File: src/rtl/apb_master_arb_swc_if.sv
// Requester-side and APB-side signal bundle for apb_master_arb_swc.
// The master modport is the arbiter's view; slave is the environment's view.
interface apb_master_arb_swc_if #(
   parameter int NUM_REQ = 2
) ();
   logic [NUM_REQ-1:0]    req;
   logic [NUM_REQ-1:0]    req_write;
   logic [NUM_REQ*32-1:0] req_addr;
   logic [NUM_REQ*32-1:0] req_wdata;
   logic [NUM_REQ-1:0]    rsp_valid;
   logic [31:0]           rsp_rdata;
   logic                  rsp_err;
   logic [31:0]           paddr;
   logic                  psel;
   logic                  penable;
   logic                  pwrite;
   logic [31:0]           pwdata;
   logic                  pready;
   logic [31:0]           prdata;
   logic                  pslverr;

   modport master (
      input  req, req_write, req_addr, req_wdata, pready, prdata, pslverr,
      output rsp_valid, rsp_rdata, rsp_err, paddr, psel, penable, pwrite, pwdata
   );

   modport slave (
      output req, req_write, req_addr, req_wdata, pready, prdata, pslverr,
      input  rsp_valid, rsp_rdata, rsp_err, paddr, psel, penable, pwrite, pwdata
   );
endinterface

File: src/rtl/apb_master_arb_swc.sv
// Round-robin arbiter + APB master sequencer sharing one APB bus among NUM_REQ requesters.
// Optional ACCESS-phase watchdog enabled by defining APB_ARB_TIMEOUT_EN.
module apb_master_arb_swc #(
   parameter int NUM_REQ = 2,
   parameter int TIMEOUT = 64
) (
   input logic                 pclk,
   input logic                 prstn,
   apb_master_arb_swc_if.master bus
);
   localparam int GW = (NUM_REQ > 1) ? $clog2(NUM_REQ) : 1;

   if (NUM_REQ < 2 || NUM_REQ > 8 || TIMEOUT < 1) begin : g_param_check
      $error("apb_master_arb_swc: NUM_REQ must be 2..8 and TIMEOUT >= 1");
   end

   typedef enum logic [1:0] {IDLE, SETUP, ACCESS, RESP} state_t;

   state_t        state;
   logic [GW-1:0] grant;
   logic [GW-1:0] last_grant;
   logic [GW-1:0] win;

`ifdef APB_ARB_TIMEOUT_EN
   localparam int CW = $clog2(TIMEOUT + 1);
   logic [CW-1:0] tmo_cnt;
`endif

   // First set request bit after last_grant, wrapping modulo NUM_REQ.
   always_comb begin
      logic found;
      int unsigned idx;
      win   = '0;
      found = 1'b0;
      idx   = 0;
      for (int unsigned k = 1; k <= NUM_REQ; k++) begin
         idx = (32'(last_grant) + k) % NUM_REQ;
         if (!found && bus.req[idx]) begin
            win   = GW'(idx);
            found = 1'b1;
         end
      end
   end

   always_ff @(posedge pclk or negedge prstn) begin
      if (!prstn) begin
         state         <= IDLE;
         grant         <= '0;
         last_grant    <= GW'(NUM_REQ - 1);
         bus.psel      <= 1'b0;
         bus.penable   <= 1'b0;
         bus.pwrite    <= 1'b0;
         bus.paddr     <= '0;
         bus.pwdata    <= '0;
         bus.rsp_valid <= '0;
         bus.rsp_rdata <= '0;
         bus.rsp_err   <= 1'b0;
`ifdef APB_ARB_TIMEOUT_EN
         tmo_cnt       <= '0;
`endif
      end else begin
         bus.rsp_valid <= '0;
         case (state)
            IDLE: begin
               if (|bus.req) begin
                  grant      <= win;
                  bus.paddr  <= bus.req_addr[32*int'(win) +: 32];
                  bus.pwdata <= bus.req_wdata[32*int'(win) +: 32];
                  bus.pwrite <= bus.req_write[win];
                  bus.psel   <= 1'b1;
                  state      <= SETUP;
`ifdef APB_ARB_TIMEOUT_EN
                  tmo_cnt    <= '0;
`endif
               end
            end
            SETUP: begin
               bus.penable <= 1'b1;
               state       <= ACCESS;
            end
            ACCESS: begin
               if (bus.pready) begin
                  bus.psel             <= 1'b0;
                  bus.penable          <= 1'b0;
                  bus.rsp_rdata        <= bus.pwrite ? '0 : bus.prdata;
                  bus.rsp_err          <= bus.pslverr;
                  bus.rsp_valid[grant] <= 1'b1;
                  state                <= RESP;
               end
`ifdef APB_ARB_TIMEOUT_EN
               else if (tmo_cnt == CW'(TIMEOUT - 1)) begin
                  bus.psel             <= 1'b0;
                  bus.penable          <= 1'b0;
                  bus.rsp_rdata        <= '0;
                  bus.rsp_err          <= 1'b1;
                  bus.rsp_valid[grant] <= 1'b1;
                  state                <= RESP;
               end else begin
                  tmo_cnt <= tmo_cnt + 1'b1;
               end
`endif
            end
            RESP: begin
               last_grant <= grant;
               state      <= IDLE;
            end
            default: state <= IDLE;
         endcase
      end
   end
endmodule

File: src/flat_wrapper.sv
// flat-port wrapper written by rule: the top's interface ports become plain ports
module apb_master_arb_swc_flat 
#(
   parameter int NUM_REQ = 2,
   parameter int TIMEOUT = 64
)
  (pclk, prstn, bus_req, bus_req_write, bus_req_addr, bus_req_wdata, bus_pready, bus_prdata, bus_pslverr, bus_rsp_valid, bus_rsp_rdata, bus_rsp_err, bus_paddr, bus_psel, bus_penable, bus_pwrite, bus_pwdata);
  apb_master_arb_swc_if #(.NUM_REQ(NUM_REQ)) bus_i ();
  input logic pclk;
  input logic prstn;
  input wire logic [$bits(bus_i.req)-1:0] bus_req;
  input wire logic [$bits(bus_i.req_write)-1:0] bus_req_write;
  input wire logic [$bits(bus_i.req_addr)-1:0] bus_req_addr;
  input wire logic [$bits(bus_i.req_wdata)-1:0] bus_req_wdata;
  input wire logic [$bits(bus_i.pready)-1:0] bus_pready;
  input wire logic [$bits(bus_i.prdata)-1:0] bus_prdata;
  input wire logic [$bits(bus_i.pslverr)-1:0] bus_pslverr;
  output wire logic [$bits(bus_i.rsp_valid)-1:0] bus_rsp_valid;
  output wire logic [$bits(bus_i.rsp_rdata)-1:0] bus_rsp_rdata;
  output wire logic [$bits(bus_i.rsp_err)-1:0] bus_rsp_err;
  output wire logic [$bits(bus_i.paddr)-1:0] bus_paddr;
  output wire logic [$bits(bus_i.psel)-1:0] bus_psel;
  output wire logic [$bits(bus_i.penable)-1:0] bus_penable;
  output wire logic [$bits(bus_i.pwrite)-1:0] bus_pwrite;
  output wire logic [$bits(bus_i.pwdata)-1:0] bus_pwdata;
  assign bus_i.req = bus_req;
  assign bus_i.req_write = bus_req_write;
  assign bus_i.req_addr = bus_req_addr;
  assign bus_i.req_wdata = bus_req_wdata;
  assign bus_i.pready = bus_pready;
  assign bus_i.prdata = bus_prdata;
  assign bus_i.pslverr = bus_pslverr;
  assign bus_rsp_valid = bus_i.rsp_valid;
  assign bus_rsp_rdata = bus_i.rsp_rdata;
  assign bus_rsp_err = bus_i.rsp_err;
  assign bus_paddr = bus_i.paddr;
  assign bus_psel = bus_i.psel;
  assign bus_penable = bus_i.penable;
  assign bus_pwrite = bus_i.pwrite;
  assign bus_pwdata = bus_i.pwdata;
  apb_master_arb_swc #(.NUM_REQ(NUM_REQ), .TIMEOUT(TIMEOUT)) u_core (.pclk(pclk), .prstn(prstn), .bus(bus_i));
endmodule
File: config.mk
export PLATFORM = sky130hd
export DESIGN_NAME = apb_master_arb_swc_flat
export DESIGN_NICKNAME = d
export VERILOG_FILES = /design/src/rtl/apb_master_arb_swc_if.sv /design/src/rtl/apb_master_arb_swc.sv /design/src/flat_wrapper.sv
export SDC_FILE = /design/constraint.sdc
export NUM_CORES = 1
export LEC_CHECK = 0
export ABC_AREA = 0
export BUFFER_PORTS_ARGS = -buffer_cell sky130_fd_sc_hd__buf_4
export CAP_MARGIN = 20
export CORE_MARGIN = 2
export CORE_UTILIZATION = 41
export DETAILED_ROUTE_END_ITERATION = 16
export GPL_TIMING_DRIVEN = 0
export PLACE_DENSITY = 0.79
export SYNTH_ARGS = -nofsm -noshare
export SYNTH_HDL_FRONTEND = slang
export SYNTH_SLANG_ARGS = --single-unit
File: constraint.sdc
create_clock -name pclk -period 1.5 [get_ports pclk]
set_input_delay 0 -clock pclk [delete_from_list [all_inputs] [get_ports pclk]]
set_output_delay 0 -clock pclk [all_outputs]
set_load 0.005 [all_outputs]
# ---- After elaboration in Yosys (flattened, before gate mapping)
# Index checks and enable logic that the tools add are counted.
dict set report word_totals {
  ff_bits 106
  in_bits 168
  output_inout_bits 102
  elab_cells 58
}
dict set report op_classes {
  add_sub_neg 2
  order_cmp 5
  eq_ne 5
  shifts 2
  mux 21
  n_reduce_logical 12
}
# cell n
set op_table {}
lappend op_table {{$shiftx 64x7->32} 2}
lappend op_table {{$mux 32} 1}
lappend op_table {{$mux 1} 12}
lappend op_table {{$lt 1x2->1 const B} 4}
lappend op_table {{$mux 2} 4}
lappend op_table {{$pmux 2 s4} 1}
lappend op_table {{$reduce_and 2->1} 4}
lappend op_table {{$eq 2x2->1 const B} 2}
lappend op_table {{$pmux 1 s2} 2}
lappend op_table {{$reduce_bool 2->1} 2}
lappend op_table {{$reduce_and 3->1} 1}
lappend op_table {{$add 1x1->1 const B} 2}
lappend op_table {{$eq 2x1->1 const B} 1}
lappend op_table {{$logic_and 1x1->1} 2}
lappend op_table {{$logic_not 2->1} 1}
lappend op_table {{$ne 2x1->1 const B} 1}
lappend op_table {{$ne 2x2->1 const B} 1}
lappend op_table {{$reduce_or 2->1} 1}
lappend op_table {{$demux 1 s1} 1}
lappend op_table {{$ge 1x1->1 const B} 1}
lappend op_table {{$logic_not 1->1} 1}

# ---- Longest topological paths before layout
dict set report logic_depth {
  ltp_word 9
  ltp_mapped 7
  depth_no_buf 5
}

# ---- Worst setup path after synthesis
# No wires, ideal clock.
dict set report synth_path {
  path_type {reg-to-reg}
  startpoint {register u_core.state[0]}
  endpoint {register u_core.state[1]}
  setup_ns 0.128
  arrival_ns 1.317
  setup_slack_ns 0.055
  path_stages_with_launch 6
  synth_period_minus_slack_ns 1.445
  cell_sequence {dfrtp_1 -> inv_1 -> ha_1 -> nor2b_1 -> a21oi_1 -> mux2_1}
}
dict set report synth_via {
  elab_chain_len 3
  elab_cells_between_ends 8
  cone_classes {eq/ne: 5; mux: 1; reduce/logical: 2}
}
# element line_no
set synth_lines {}
lappend synth_lines {{from (decl)} apb_master_arb_swc.sv:19} ;# state_t state;
lappend synth_lines {{from (signal assigned)} apb_master_arb_swc.sv:47} ;# state <= IDLE;
lappend synth_lines {{from (signal assigned)} apb_master_arb_swc.sv:71} ;# state <= SETUP;
lappend synth_lines {{from (signal assigned)} apb_master_arb_swc.sv:79} ;# state <= ACCESS;
lappend synth_lines {{$eq 2x2->1 / $logic_not 2->1 (equally long branches)} apb_master_arb_swc.sv:63} ;# case (state)
lappend synth_lines {{$ne 2x2->1 (no source line) / $ne 2x1->1 (equally long branches)} n/a}
lappend synth_lines {{$reduce_and 2->1 (no source line)} n/a}
# Several ways; a longest one is shown, not always the timed one.
# A chain may end at the register's enable or synchronous reset.

# ---- Worst setup path after layout
dict set report layout_path {
  startpoint {register u_core.state[1]}
  endpoint {register u_core.bus.paddr[14]}
}
dict set report layout_via {
  elab_chain_len 2
}
# element line_no
set layout_lines {}
lappend layout_lines {{$logic_not 2->1} apb_master_arb_swc.sv:63}
lappend layout_lines {{$reduce_and 2->1 (no source line)} n/a}
lappend layout_lines {{to (signal assigned)} apb_master_arb_swc.sv:67} ;# bus.paddr <= bus.req_addr[32*int'(win) +: 32];
lappend layout_lines {{to (decl)} apb_master_arb_swc_if.sv:24} ;# output rsp_valid, rsp_rdata, rsp_err, paddr, psel, penable, pwrite, pwdata
# Every way passes these cells.

==> summary.txt <==
Clock network
  • CTS Buffer Depth: 2
  • Num CTS Buffers: 9
  • Clock tree sinks: about 110
  • CTS tree: done
  • Root buf cell: clkbuf_16
  • CTS H-Tree Depth: 3
  • Reg clk slew, reported paths: 0.08 ns
  • Worst-Skew Late Latency: between 0.3 and 0.4 ns

Global route
  • Initial antenna violation count: 0
  • Largest net degree at the start of global routing: 66
  • Global-route wire length before repair: 30.80 mm
  • Overflow after GRT: 0
  • Tot GR Track Use: 0.3017
  • Vias in the first global route: 6,226

Layout
  • Fillers: slightly below 700
  • Most frequent cells in the layout: buf_4, dlygate4sd3_1, dfrtp_1
  • Fin nets: 1,153
  • Layout area overhead: 87.88%
  • Core Util, Final: 0.7881
  • Fraction of layout cells with a size suffix above 1: 0.4270
  • Most common cell after layout, fill and taps aside: buf_4
  • Final Non-Filler Cells: 1,133
  • Antenna Cells: 0

Timing
  • Period utilisation layout: 0.9802
  • Worst-margin pin slew: 0.8646 ns
  • Worst Clk Skew: 0.008583 ns
  • Min cycle time layout: 1.470 ns
  • Slew margin rel.: 0.4236
  • Unrepaired setup endpoints after global routing: true
  • Final Hold Vio Count: 0
  • Post-route worst setup slack: 0.02974 ns
  • Fmax: 680.2 MHz
  • Slew Viols, Final: 0
  • Final setup vio count: 0

Synth
  • Post-synthesis cell type count: 26
  • Mapped Area: 0.005017 mm^2
  • Largest cells by area after synthesis: dfrtp_1, a21oi_2, nand2_1
  • Main combinational cell family by area after synthesis: compound AO/OA/AOI/OAI gates
  • Syn_area_per_cell: 9.521 um^2
  • Simple-gate area share of the yosys netlist: 0.1666
  • Top cell type's share of synthesized area: 0.5237
  • Post-Synth Adder-Cell Area: 0.009975
  • Synth Area in Compound Gates: 0.2374
  • Synth Register Bits: about 110
  • Synth warn: 0
  • Synth area leader: dfrtp_1
  • Synth Area in XOR/XNOR: 0
  • Syn nets: about 700
  • Post-Syn Instances: 527
  • Multiplexer share of the synthesized area: 0.006733
  • Sequential element share of the synthesized area: 0.5289

Routing
  • DR WL/cell: 17.81 um
  • Post-route antenna net violation count: 0
  • Post-Route WL: 20.18 mm
  • Vias per cell: just over 5
  • First DRT Iteration DRCs: 491
  • # DRC: 0
  • Drt pass-1 iters: 5
  • Total number of vias: 5,819

Floorplanning
  • Number of top-level pins: 270
  • Initial core utilization: 0.4195
  • Die span in x: 114.6 um
  • Die Height: around 110 um
  • Placeable core area: 0.01196 mm^2
  • Die area: about 0.013 mm^2
  • Row cnt: 40

Power and ir drop
  • Sw frac: 0.3704
  • Combinational Power Share: 0.505
  • P_leak: 4.414 nW
  • PwrDens: 1651 mW/mm^2
  • Internal: between 9 and 10 mW
  • Clock power share: 0.168
  • Reg power frac: 0.327
  • Peak supply drop: 0.0009429 V
  • Psw: 5.766 mW

Worst setup path
  • Worst-path maximum fanout: 10
  • Crit path launch type: register
  • Worst path required time: 1.76 ns
  • Worst Reg-to-Reg Cells: 6
  • Critical path class: register to register
  • Critical Path AT: 1.73 ns
  • Crit end category: register

Placement
  • Placer Congestion: 0.8164
  • Pre-CTS setup slack: -0.2284 ns
  • IO buf count: 269
  • DP HPWL: 11.36 mm
  • Placed insts: 944

Status
  • Status: finished, final reports clean

Run
  • Max-cap violations: 0

Hold path
  • HP Class: primary input to register
  • WHS Path Cells: 4
==> routing by layer <==
| metal | part of all wire | up-vias | wire length [um] | GRT usage |
|---|---|---|---|---|
| met1 | 0.37 | 2768 | 7498 | 0.3368 |
| li1 | - | 2659 | - | - |
| met2 | 0.52 | 314 | 10450 | 0.5345 |
| met5 | 0 | - | 0 | 0 |
| met3 | 0.070 | 78 | 1410 | 0.06935 |
| met4 | 0.041 | 0 | 821 | 0.1577 |
==> cells in the mapped netlist, drive strengths merged <==
cell,count
dfstp,1
buf,29
a21bo,1
inv,4
nor2b,1
o22ai,2
o21ai,33
a21oi,131
o21a,2
nand2,98
mux2,3
a21boi,1
o22a,1
clkbuf,9
a22o,1
dfrtp,105
and3,1
nand2b,32
ha,4
nor2,68
==> stage by stage <==
step	setup TNS (ns)	power [mW]	area (um^2)	hold slack (ns)
floorplan	0	8.492	5017	-0.2956
global placement	-7.619	11.57	7221	0.2233
detailed placement	-12.10	11.83	7241	0.1612
CTS	0	14.98	9285	0.1194
global route	-0.1841	16.51	9427	0.1709
finish	0	15.56	9427	0.1528
==> worst paths after layout <==
path / startpoint / end / slack (ns)
min in group asynchronous: prstn / u_core.bus.pwdata[17] / 0.33
min: bus_req[1] / u_core.bus.psel / 0.15
min reg2reg: u_core.bus.rsp_rdata[26] / u_core.bus.rsp_rdata[26] / 0.50
max in group asynchronous: prstn / u_core.last_grant / 0.40
max reg2reg: u_core.state[1] / u_core.bus.paddr[14] / 0.03
max: u_core.state[1] / u_core.bus.paddr[14] / 0.03
==> sequential cells by signal, summed over array words and instances (netlist names) <==
name / flops
u_core.bus.paddr: 32
u_core.bus.penable: 1
u_core.bus.psel: 1
u_core.bus.pwdata: 32
u_core.bus.pwrite: 1
u_core.bus.rsp_err: 1
u_core.bus.rsp_rdata: 32
u_core.bus.rsp_valid: 2
u_core.grant: 1
u_core.last_grant: 1
u_core.state: 2
==> worst max-delay path: stages (launching register included) <==
cell     delay (ns)
dfrtp_1        0.44
inv_2          0.08
ha_4           0.19
o21ai_4        0.10
buf_2          0.29
a21oi_2        0.08
a21oi_1        0.20
==> kinds of logic after synthesis <==
family | Yosys count
simple gates | 200
fa+ha+maj | 4
mux | 3
flops | 106
compound gates | 172
buf+inv | 42
==> power groups by stage <==
stage | clock (mW) | combinational (mW) | sequential [mW]
6_report | 2.62 | 7.85 | 5.09
5_1_grt | 2.79 | 8.51 | 5.21
4_1_cts | 2.66 | 7.34 | 4.99
3_5_place_dp | 0 | 6.79 | 5.04
3_3_place_gp | 0 | 6.61 | 4.97
2_1_floorplan | 0 | 3.43 | 5.06
==> repair_timing <==
action                                 CTS  global route
gates cloned                             0             2
setup endpoints to repair               99            89
hold buffers                           165             0
buffers inserted                         2             4
endpoints found under the hold margin  164             0
gates resized for setup                 19            35
==> layout make-up <==
class	instances	area [um^2]	share of cell area
Tap cell	147	183.9	0.01951
Clock buffer	9	225.2	0.02389
Buffer	38	329.1	0.03491
Timing Repair Buffer	443	3746	0.3974
Clock inverter	7	100.1	0.01062
Sequential cell	106	2654	0.2815
Multi-Input combinational cell	379	2173	0.2306
Inverter	4	15.01	0.001593
Power figures use the tool's default switching activity.
